File: config.mk
export PLATFORM = sky130hd
export DESIGN_NAME = pipe_multiplier
export DESIGN_NICKNAME = d
export VERILOG_FILES = /design/src/rtl/pipe_multiplier.sv
export SDC_FILE = /design/constraint.sdc
export NUM_CORES = 1
export LEC_CHECK = 0
export CAP_MARGIN = 20
export CORE_MARGIN = 2
export CORE_UTILIZATION = 46
export DETAILED_ROUTE_END_ITERATION = 6
export HOLD_SLACK_MARGIN = 0.03
export PLACE_DENSITY_LB_ADDON = 0.05
export SLEW_MARGIN = 20
export SYNTH_ARGS = -nofsm -noshare
export SYNTH_HDL_FRONTEND = slang
export SYNTH_SLANG_ARGS = --single-unit
File: constraint.sdc
create_clock -name CLK -period 15.7 [get_ports CLK]
set_input_delay 3.14 -clock CLK [delete_from_list [all_inputs] [get_ports CLK]]
set_output_delay 3.14 -clock CLK [all_outputs]
set_load 0.01 [all_outputs]
File: src/rtl/pipe_multiplier.sv
// Pipelined multiplier with a runtime signed/unsigned mode per operand.
// There are four CE-qualified stages: operand capture, magnitude/sign, unsigned
// product, then signing, round-half-up shift and saturation. Valid bits travel
// alongside the data, and all outputs come straight from registers.
module pipe_multiplier #(
    parameter int A_WIDTH   = 18,
    parameter int B_WIDTH   = 18,
    parameter int OUT_WIDTH = 36,
    parameter int SHIFT     = 0
) (
    input  logic                         CLK,
    input  logic                         RST,
    input  logic                         CE,
    input  logic [A_WIDTH-1:0]           A,
    input  logic [B_WIDTH-1:0]           B,
    input  logic                         A_SIGNED,
    input  logic                         B_SIGNED,
    input  logic                         IN_VALID,
    output logic [A_WIDTH+B_WIDTH:0]     P_FULL,
    output logic [OUT_WIDTH-1:0]         P,
    output logic                         SAT,
    output logic                         OUT_VALID
);

    localparam int MW = A_WIDTH + B_WIDTH;   // unsigned magnitude product
    localparam int PW = MW + 1;              // exact signed product
    localparam int RW = PW + 1;              // one guard bit for the rounding add

    // The rounding constant is 2^(SHIFT-1), or zero when no shift is applied.
    localparam logic [RW-1:0]        RND     = (RW'(1) << SHIFT) >> 1;
    localparam logic signed [RW-1:0] P_MAX   = $signed((RW'(1) << (OUT_WIDTH - 1)) - RW'(1));
    localparam logic signed [RW-1:0] P_MIN   = $signed(RW'(0) - (RW'(1) << (OUT_WIDTH - 1)));
    localparam logic [OUT_WIDTH-1:0] OUT_MAX = {1'b0, {(OUT_WIDTH - 1){1'b1}}};
    localparam logic [OUT_WIDTH-1:0] OUT_MIN = {1'b1, {(OUT_WIDTH - 1){1'b0}}};

    // Stage 1 registers
    logic [A_WIDTH-1:0] a_r;
    logic [B_WIDTH-1:0] b_r;
    logic               a_signed_r;
    logic               b_signed_r;
    logic               v1_r;
    // Stage 2 registers
    logic [A_WIDTH-1:0] mag_a_r;
    logic [B_WIDTH-1:0] mag_b_r;
    logic               neg2_r;
    logic               v2_r;
    // Stage 3 registers
    logic [MW-1:0]      mag_r;
    logic               neg3_r;
    logic               v3_r;

    // Stage 2 and 4 combinational intermediates
    logic                        a_neg_s;
    logic                        b_neg_s;
    logic [A_WIDTH-1:0]          mag_a_s;
    logic [B_WIDTH-1:0]          mag_b_s;
    logic [PW-1:0]               full_s;
    logic [RW-1:0]               sum_s;
    logic signed [RW-1:0]        r_s;
    logic [OUT_WIDTH-1:0]        p_s;
    logic                        sat_s;

    // Stage 1: capture the operands, the mode bits and the input valid.
    always_ff @(posedge CLK) begin
        if (RST) begin
            a_r        <= '0;
            b_r        <= '0;
            a_signed_r <= 1'b0;
            b_signed_r <= 1'b0;
            v1_r       <= 1'b0;
        end else if (CE) begin
            a_r        <= A;
            b_r        <= B;
            a_signed_r <= A_SIGNED;
            b_signed_r <= B_SIGNED;
            v1_r       <= IN_VALID;
        end
    end

    // Stage 2 logic: find each operand's magnitude. The most-negative value maps
    // to 2^(W-1), which still fits in W unsigned bits.
    always_comb begin
        a_neg_s = a_signed_r & a_r[A_WIDTH-1];
        b_neg_s = b_signed_r & b_r[B_WIDTH-1];
        mag_a_s = a_neg_s ? ((~a_r) + A_WIDTH'(1)) : a_r;
        mag_b_s = b_neg_s ? ((~b_r) + B_WIDTH'(1)) : b_r;
    end

    // Stage 2: register both magnitudes and the sign of the product.
    always_ff @(posedge CLK) begin
        if (RST) begin
            mag_a_r <= '0;
            mag_b_r <= '0;
            neg2_r  <= 1'b0;
            v2_r    <= 1'b0;
        end else if (CE) begin
            mag_a_r <= mag_a_s;
            mag_b_r <= mag_b_s;
            neg2_r  <= a_neg_s ^ b_neg_s;
            v2_r    <= v1_r;
        end
    end

    // Stage 3: compute the exact unsigned product of the magnitudes.
    always_ff @(posedge CLK) begin
        if (RST) begin
            mag_r  <= '0;
            neg3_r <= 1'b0;
            v3_r   <= 1'b0;
        end else if (CE) begin
            mag_r  <= {{B_WIDTH{1'b0}}, mag_a_r} * {{A_WIDTH{1'b0}}, mag_b_r};
            neg3_r <= neg2_r;
            v3_r   <= v2_r;
        end
    end

    // Stage 4 logic: apply the sign, round half up while shifting, then clip to OUT_WIDTH.
    // Negating a zero magnitude gives zero, so a zero product is always +0.
    always_comb begin
        full_s = neg3_r ? (PW'(0) - {1'b0, mag_r}) : {1'b0, mag_r};
        sum_s  = {full_s[PW-1], full_s} + RND;
        r_s    = $signed(sum_s) >>> SHIFT;
        if (r_s > P_MAX) begin
            p_s   = OUT_MAX;
            sat_s = 1'b1;
        end else if (r_s < P_MIN) begin
            p_s   = OUT_MIN;
            sat_s = 1'b1;
        end else begin
            p_s   = r_s[OUT_WIDTH-1:0];
            sat_s = 1'b0;
        end
    end

    // Stage 4: register the final outputs and the output valid.
    always_ff @(posedge CLK) begin
        if (RST) begin
            P_FULL    <= '0;
            P         <= '0;
            SAT       <= 1'b0;
            OUT_VALID <= 1'b0;
        end else if (CE) begin
            P_FULL    <= full_s;
            P         <= p_s;
            SAT       <= sat_s;
            OUT_VALID <= v3_r;
        end
    end

endmodule

==> qor.yml <==
status:
  status: "completed"
timing:
  grt_setup_unrepaired: "false"
  fin_setup_tns_ns: 0
  clock_skew_ns: 0.0242
  worstMarginPinSlew_ns: 1.05
  timing.final.max_slew_violations: 0
  period_needed_ns: 6.98
  hold_viol_final: 0
  max_freq_mhz: 143
  finalSetupViolations: 0
  finalCritPeriodShare: 0.445
  relSlewSlack: 0.298
placement:
  numPortBuffers: 116
  hpwl_um: 38900
  dp_cells: 2713
  dpl-instance-area_mm2: 0.0204
  routabilityCongestion: 0.914
global_routing:
  global_route.usage.total: 0.251
  first_global_vias: 15100
  grt_max_degree: 122
  grt_antenna_before_repair: 0
  grt_overflow: 0
  grt_pass1_wl_um: 85100
routing:
  drtAntennaViolNets: 0
  via_per_inst: 5.40
  firstDrtPassIters: 5
  drcViolationCount: 0
  drt-total-wl_um: 52100
  drt-initial-drc-count: 824
  wl_per_cell_um: 19.0
  vias: 14800
hold_path:
  hp-class: "register to register"
  hold-path-endpoint: "P[35]"
  holdPathStages: 2
  min_from: "P[35]"
floorplan:
  initial_core_util: 0.465
  io_pins: 117
  dieArea_mm2: 0.0429
  coreArea_mm2: 0.0408
  rows: 74
  die_w_um: 207
  die_h_um: 207
synthesis:
  synth_ff_type: "dfxtp_1"
  yosys.area_share.simple: 0.164
  yosys_warnings: 0
  synth_top_cell_by_area: "fa_1"
  synthTopCellsByCount: "335 x inv_1, 259 x nand2_1, 256 x fa_1"
  synthMuxAreaShare: 0.0316
  async_flop_share: 0
  yosys.cell_types.count: 66
  synth_most_common_cell: "inv_1"
  synthXorXnorAreaFrac: 0.0365
  synth_area_leaders: "fa_1 27%, dfxtp_1 20%, ha_1 7.4%"
  syn_area_per_cell_um2: 8.66
  netlist.area_leader.share: 0.270
  synth_edf_count: 0
  synth.yosys.seq_area_share: 0.200
  synth_top_family_by_area: "adder cells"
  synth_compound_area_frac: 0.125
  synth_fa_ha_area_frac: 0.345
  netlist_area_mm2: 0.0190
  synth-seq-cells: 190
  syn_nets: 2605
  netlist_instances: 2194
layout:
  syn2layout_area_growth_pct: 10.1
  instances_no_fill: 2745
  drive_gt1_frac: 0.0276
  design_area_mm2: 0.0209
  utilization: 0.512
  final_nets: 2611
  n_antenna_cell: 0
  nFillCells: 3914
clock_tree:
  cts_buffers: 17
  cts_buffer_depth: 2
  clock_latency_ns: 0.46
  cts_tree: "yes"
  cts.sinks: 190
  ctsResizeCount: 0
  htree_levels: 4
  cts_setup_buffers: 0
  cts.clk_slew.worst_paths_ns: 0.07
  cts_root_buf: "clkbuf_16"
  cts_hold_buf: 0
critical_path:
  r2r_start: "mag_b_r[4]"
  cp-end-kind: "register"
  rr_worst_depth: 19
  crit_type: "register to register"
  required_ns: 15.99
  r2r_end: "mag_r[23]"
  cp_max_fo: 19
  r2r_setup_slack_ns: 8.72
  arrival_ns: 7.27
  startpoint_type: "register"
run:
  cap_violations: 0
pwr:
  power_density_mw_per_mm2: 69.3
  peakVddDrop_mv: 0.0690
  leakagePower_uw: 0.00970
worst max-delay path by stage:
stage / from / endpoint / slack (ns) / cells after the start
after floorplan: mag_a_r[9] / mag_r[23] / 9.47 / 21
after global placement: mag_b_r[4] / mag_r[23] / 8.86 / 19
after detailed placement: mag_b_r[4] / mag_r[23] / 8.71 / 19
after CTS: mag_b_r[4] / mag_r[23] / 8.71 / 19
after global routing: mag_b_r[4] / mag_r[23] / 8.36 / 19
final: mag_b_r[4] / mag_r[23] / 8.72 / 19
cells in the final DEF (no fill, tap or decap), types with 69 or more instances in the layout:
master,netlist,final
inv_1,335,335
ha_1,113,113
nand2_1,259,259
clkdlybuf4s50_1,0,114
dfxtp_1,190,190
fa_1,256,256
and2_1,141,141
o21ai_0,69,69
a21oi_1,77,77
a211oi_1,69,69
nor2_1,173,173
critical path: stages, from the launching register on:
cell and delay, ns:
dfxtp_1 0.94, nand2_1 0.18, fa_1 0.58, fa_1 0.44, fa_1 0.52, inv_1 0.05, fa_1 0.50, fa_1 0.56
inv_1 0.06, fa_1 0.53, inv_1 0.04, ha_1 0.36, and3_1 0.19, and3_1 0.19, o211ai_1 0.10, o21ai_1 0.48
a22oi_1 0.21, a2111oi_0 0.52, mux2i_1 0.23, o311ai_0 0.13
sequential cells by signal, summed over array words and instances, names as in the netlist, 18 cells and up:
signal   cells
P_FULL      37
P           36
mag_r       36
a_r         18
b_r         18
mag_a_r     18
mag_b_r     18
power breakdown:
group,switching (uW),leakage [uW],internal [uW]
logic,268,0.00788,186
registers,59.6,0.00156,517
clock network,207,0.000260,210
total,535,0.00970,914
per-layer routing:
| layer | part of all wire | up-vias | track usage |
|---|---|---|---|
| li1 | - | 7029 | - |
| met1 | 0.49 | 7389 | 0.377 |
| met2 | 0.43 | 351 | 0.367 |
| met3 | 0.057 | 44 | 0.0470 |
| met4 | 0.020 | 0 | 0.0692 |
| met5 | 0 | - | 0 |
cell families (layout without fill, tap and decap cells):
group,after synthesis,after routing
buffers and inverters,481,500
DFF,190,190
and+or+nand+nor,670,670
adders and majority gates,371,371
muxes,60,60
xor gates and xnor gates,77,77
AOI/OAI and AO/OA,345,345
stage by stage:
step / worst slack [ns] / total power, uW / hold WS (ns)
floorplan: 9.47 / 876 / 0.460
global placement: 8.86 / 1040 / 0.457
detailed placement: 8.71 / 1040 / 0.461
CTS: 8.71 / 1460 / 0.472
global route: 8.36 / 1540 / 0.498
finish: 8.72 / 1450 / 0.470
final cells by class:
cell class / count / area, um^2 / share of cell area
inverters: 336 / 1260 / 0.0603
clock buffers: 19 / 443 / 0.0212
well taps: 532 / 666 / 0.0318
flip-flops and latches: 190 / 3800 / 0.182
repair buffers: 132 / 1280 / 0.0614
multi-input cells: 1523 / 13300 / 0.638
clock inverters: 13 / 106 / 0.00509
(Power assumes the default switching activity.)
==> RTL edit 1, RTL diff (same flow settings) <==
`A_WIDTH`: 18 -> 36.
--- a/src/rtl/pipe_multiplier.sv
+++ b/src/rtl/pipe_multiplier.sv
@@ -3,7 +3,7 @@
 // product, then signing, round-half-up shift and saturation. Valid bits travel
 // alongside the data, and all outputs come straight from registers.
 module pipe_multiplier #(
-    parameter int A_WIDTH   = 18,
+    parameter int A_WIDTH   = 36,
     parameter int B_WIDTH   = 18,
     parameter int OUT_WIDTH = 36,
     parameter int SHIFT     = 0
Ports: changed (resized A and P_FULL); port bits go from 117 to 153. No check against the original RTL was run, so the function may have changed too.
==> RTL edit 1 against the unedited design <==
  * Die area up 66%
  * Global-route usage increased by 2.8 points
  * Critical path depth did not move
  * Total power increased by 76%
  * Area after synthesis increased by 68%
  * Sequential cell count increased by 72
  * Design area is 67% higher
  * Setup slack got worse by 770 ps
  * Highest routed layer unchanged
  * Wire length is 85% higher
==> RTL edit 1: results <==
outcome:
  outcome: "finished clean"
place:
  port_buffers: 152
  dpl-instance-area_mm2: 0.0340
layout:
  layout.nonclk_buf_share_pct: 5.50
  multi_input_comb_cells: 2539
  fin_nets: 4404
  clkbuf_count: 34
  multiInputGateArea_mm2: 0.0233
  multi_input_area_share_pct: 66.7
  num-nonclk-buffers: 201
  fill_cells: 6576
  insertedDiodeCount: 2
  inverters_excl_clock: 638
timing:
  fin_worst_skew_ps: 27.4
  fin_ws_ps: 7950
  relSlewSlack_pct: 27.5
min_path:
  hp-start: "P_FULL[28]$_SDFFE_PP0P_"
yosys:
  synth_compound_area_share_pct: 9.23
  yosys-top-cells-count: "inv_1 (637), fa_1 (544), nand2_1 (520)"
  synth_area_per_cell_um2: 8.66
  synthMuxAreaShare_pct: 2.89
  seq_area_frac_synth_pct: 16.5
  ys_types: 77
  synthAdderAreaFrac_pct: 39.3
  ys_top_cells_by_area: "fa_1 (34%), dfxtp_1 (16%), inv_1 (7.5%), nand2_1 (6.1%), ha_1 (5.1%)"
  synthXorXnorAreaFrac_pct: 3.46
critical_path:
  worst-path-max-fanout: 20
  arrival_ps: 8240
  startpoint: "mag_b_r[15]$_SDFFE_PP0P_"
  critPathMaxStageDelay_ps: 1000
cts:
  clk_path_buf_depth: 3
  cts_inserted_buffers: 27
  cts_num_sinks: 262
  htree_levels: 1
grt:
  grt_first_pass_wirelength_um: 155000
  antenna_found_initial: 3
  grt_max_degree: 98
  grt_pass1_vias: 26700
detailed_routing:
  drt_iter0_drc: 1550
  drt_wl_total_um: 96600
  vias_per_cell: 5.43
power:
  power.share.switching_pct: 41.5
  power.leakage_nw: 16.4
  ir_drop_mv: 0.0788
-- RTL edit 1: power by group through the flow --
stage / clock network, mW / logic, mW / registers (mW)
floorplan: 0 / 0.704 / 0.808
global route: 0.691 / 1.17 / 0.846
global placement: 0 / 1.04 / 0.848
finish: 0.655 / 1.05 / 0.838
detailed placement: 0 / 1.05 / 0.850
CTS: 0.666 / 1.06 / 0.836
-- RTL edit 1: per-layer routing --
metal / track usage (%) / up-vias / wire length, um
met5: 0 / - / 0
met4: 5.62 / 0 / 1970
met3: 3.56 / 136 / 5280
met2: 45.5 / 759 / 45200
met1: 39.9 / 12800 / 44200
li1: - / 11400 / -
-- RTL edit 1: metrics by stage --
step	hold slack, ps	cells
after global placement	457	4570
final	467	4620
after global routing	480	4619
after detailed placement	458	4571
after CTS	467	4618
after floorplan	460	3680
-- RTL edit 1: logic make-up (layout without fill, tap and decap cells) --
logic type               count (synthesis)  in the layout
XOR/XNOR                               125            125
multiplexers                            92             92
adder cells (fa/ha/maj)                675            675
buffers and inverters                  879            886
flip-flops                             262            262
other                                    0              2
AO/OA/AOI/OAI                          418            418
AND/OR/NAND/NOR                       1229           1229
-- RTL edit 1: how the worst min path moves through the flow --
stage,endpoint,cells past startpoint
after floorplan,v1_r$_SDFFE_PP0P_,2
after global placement,P_FULL[28]$_SDFFE_PP0P_,2
after detailed placement,P_FULL[28]$_SDFFE_PP0P_,2
after CTS,P_FULL[22]$_SDFFE_PP0P_,2
after global routing,P_FULL[25]$_SDFFE_PP0P_,2
final,P_FULL[28]$_SDFFE_PP0P_,2
==> RTL edit 2, RTL diff (same settings) <==
Without the edit above. Make the reset (`RST`) asynchronous in 4 clocked blocks.
--- a/src/rtl/pipe_multiplier.sv
+++ b/src/rtl/pipe_multiplier.sv
@@ -61,7 +61,7 @@
     logic                        sat_s;
 
     // Stage 1: capture the operands, the mode bits and the input valid.
-    always_ff @(posedge CLK) begin
+    always_ff @(posedge CLK or posedge RST) begin
         if (RST) begin
             a_r        <= '0;
             b_r        <= '0;
@@ -87,7 +87,7 @@
     end
 
     // Stage 2: register both magnitudes and the sign of the product.
-    always_ff @(posedge CLK) begin
+    always_ff @(posedge CLK or posedge RST) begin
         if (RST) begin
             mag_a_r <= '0;
             mag_b_r <= '0;
@@ -102,7 +102,7 @@
     end
 
     // Stage 3: compute the exact unsigned product of the magnitudes.
-    always_ff @(posedge CLK) begin
+    always_ff @(posedge CLK or posedge RST) begin
         if (RST) begin
             mag_r  <= '0;
             neg3_r <= 1'b0;
@@ -133,7 +133,7 @@
     end
 
     // Stage 4: register the final outputs and the output valid.
-    always_ff @(posedge CLK) begin
+    always_ff @(posedge CLK or posedge RST) begin
         if (RST) begin
             P_FULL    <= '0;
             P         <= '0;
Function: changed (Yosys sat finds a counterexample within 10 cycles, from zero or initial values and one cycle with RST high; the reset may be asserted at any time).
==> RTL edit 2 against the unedited design <==
  * Area after synthesis is 1.8% higher
  * Synthesized cell count is 5.7% lower
  * Design area is 2.4% higher
  * Non-clock buffer count is 7 lower
  * Sequential cell count stayed put
  * Setup slack better by 260 ps
  * Wire length is 4.9% lower
  * Largest cell class unchanged
Power is left out: the tool's default activity adds up to more than one toggle a clock period on the data nets, which glitch-free logic cannot reach.
==> RTL edit 2: results <==
outcome:
  outcome: "finished clean"
layout:
  drive_gt1_share_pct: 7.27
  fin_nets: 2515
  reg.largest.list: "P_FULL (37), P (36), mag_r (36)"
  insertedDiodeCount: 0
critical_path:
  rr_startpoint: "mag_a_r[4]$_DFFE_PP0P_"
  rrSetupSlack_ps: 8980
  start_kind: "flip-flop"
  worst-path-max-fanout: 19
place:
  port_buffers: 116
  dpl.hpwl_um: 37400
  gp_congestion: 0.872
cts:
  post_cts_resize_count: 0
  clk_path_buf_depth: 2
  clk_pin_slew_worst_paths_ps: 90
  cts.root.buffer_cell: "clkbuf_16"
  cts_inserted_buffers: 17
  post_cts_buffers: 0
  htree_levels: 4
  insertion_delay_ps: 470
grt:
  grt_usage_pct: 24.5
  grt_first_pass_wirelength_um: 82300
  antenna_found_initial: 0
  grt_max_degree: 110
  grt_pass1_vias: 15000
timing:
  timing.final.hold_violations: 0
  tightest_slew_ps: 915
  fin_worst_skew_ps: 15.3
yosys:
  ys_types: 71
  yosys-top-cells-count: "inv_1 (338), fa_1 (256), nand2_1 (248)"
  async_flop_share_pct: 100
  seq_area_frac_synth_pct: 24.6
  ys_top_cells_by_area: "fa_1 (27%), dfrtp_1 (25%), ha_1 (7.3%), inv_1 (6.6%), nand2_1 (4.8%)"
  yosysTopAreaCell: "fa_1"
  synth-main-ff-cell: "dfrtp_1"
detailed_routing:
  wl_per_cell_um: 18.7
  vias_per_cell: 5.30
  drt_pass1_iterations: 5
  drt_iter0_drc: 719
min_path:
  min_path_type: "flip-flop to flip-flop"
  hp-start: "P[0]$_DFFE_PP0P_"
-- RTL edit 2: final cells by class --
cell class                      count  area, um2
Sequential cell                   190       4750
Multi-Input combinational cell   1432      12800
Timing Repair Buffer              125       1240
Fill cell                        3970      20300
Clock inverter                     14        178
Clock buffer                       18        439
Tap cell                          539        674
Inverter                          338       1280
-- RTL edit 2: cells by family (layout without fill, tap and decap cells) --
| logic type | after synthesis | in the layout | share of synthesized area [%] |
|---|---|---|---|
| mux | 72 | 72 | 4.19 |
| buf+inv | 448 | 495 | 8.94 |
| xor+xnor | 88 | 88 | 3.99 |
| simple gates | 659 | 659 | 16.2 |
| fa+ha+maj | 369 | 369 | 33.8 |
| compound gates | 244 | 244 | 8.29 |
| flops | 190 | 190 | 24.6 |
-- RTL edit 2: path summary, 6_finish.rpt --
path | end | depth (start not counted)
setup / recovery | mag_r[34]$_DFFE_PP0P_ | 17
hold / removal | P[0]$_DFFE_PP0P_ | 1
setup reg to reg | mag_r[34]$_DFFE_PP0P_ | 17
hold reg to reg | P[0]$_DFFE_PP0P_ | 1
max in group asynchronous | P_FULL[12]$_DFFE_PP0P_ | 3
min in group asynchronous | P[26]$_DFFE_PP0P_ | 2
-- RTL edit 2: through the flow --
step / std cells / hold slack, ps / instance area, um2 / utilization [%] / setup WS, ps
floorplan: 2070 / 475 / 19300 / - / 7390
global placement: 2624 / 482 / 20800 / 49.9 / 9150
detailed placement: 2624 / 488 / 20800 / 49.9 / 9070
CTS: 2656 / 505 / 21400 / 51.4 / 9050
global route: 2656 / 513 / 21400 / 51.4 / 8560
finish: 2656 / 501 / 21400 / 51.4 / 8980
-- RTL edit 2: critical path, cell delays in order, from the launching register on --
cell	delay, ps
dfrtp_1	860
and2_1	260
fa_1	460
fa_1	530
fa_1	520
fa_1	530
fa_1	550
inv_1	60
fa_1	530
inv_1	40
ha_1	360
a21oi_1	350
o211ai_1	160
a211oi_1	240
a21oi_1	210
o31ai_1	510
o21ai_0	140
a221o_1	310
-- RTL edit 2: layer usage --
| metal | GRT usage [%] | wire length, um | vias to the layer above |
|---|---|---|---|
| met5 | 0 | 0 | - |
| met4 | 8.42 | 1460 | 0 |
| met3 | 3.53 | 2230 | 70 |
| met1 | 32.5 | 21500 | 7146 |
| li1 | - | - | 6549 |
| met2 | 41.1 | 24300 | 317 |
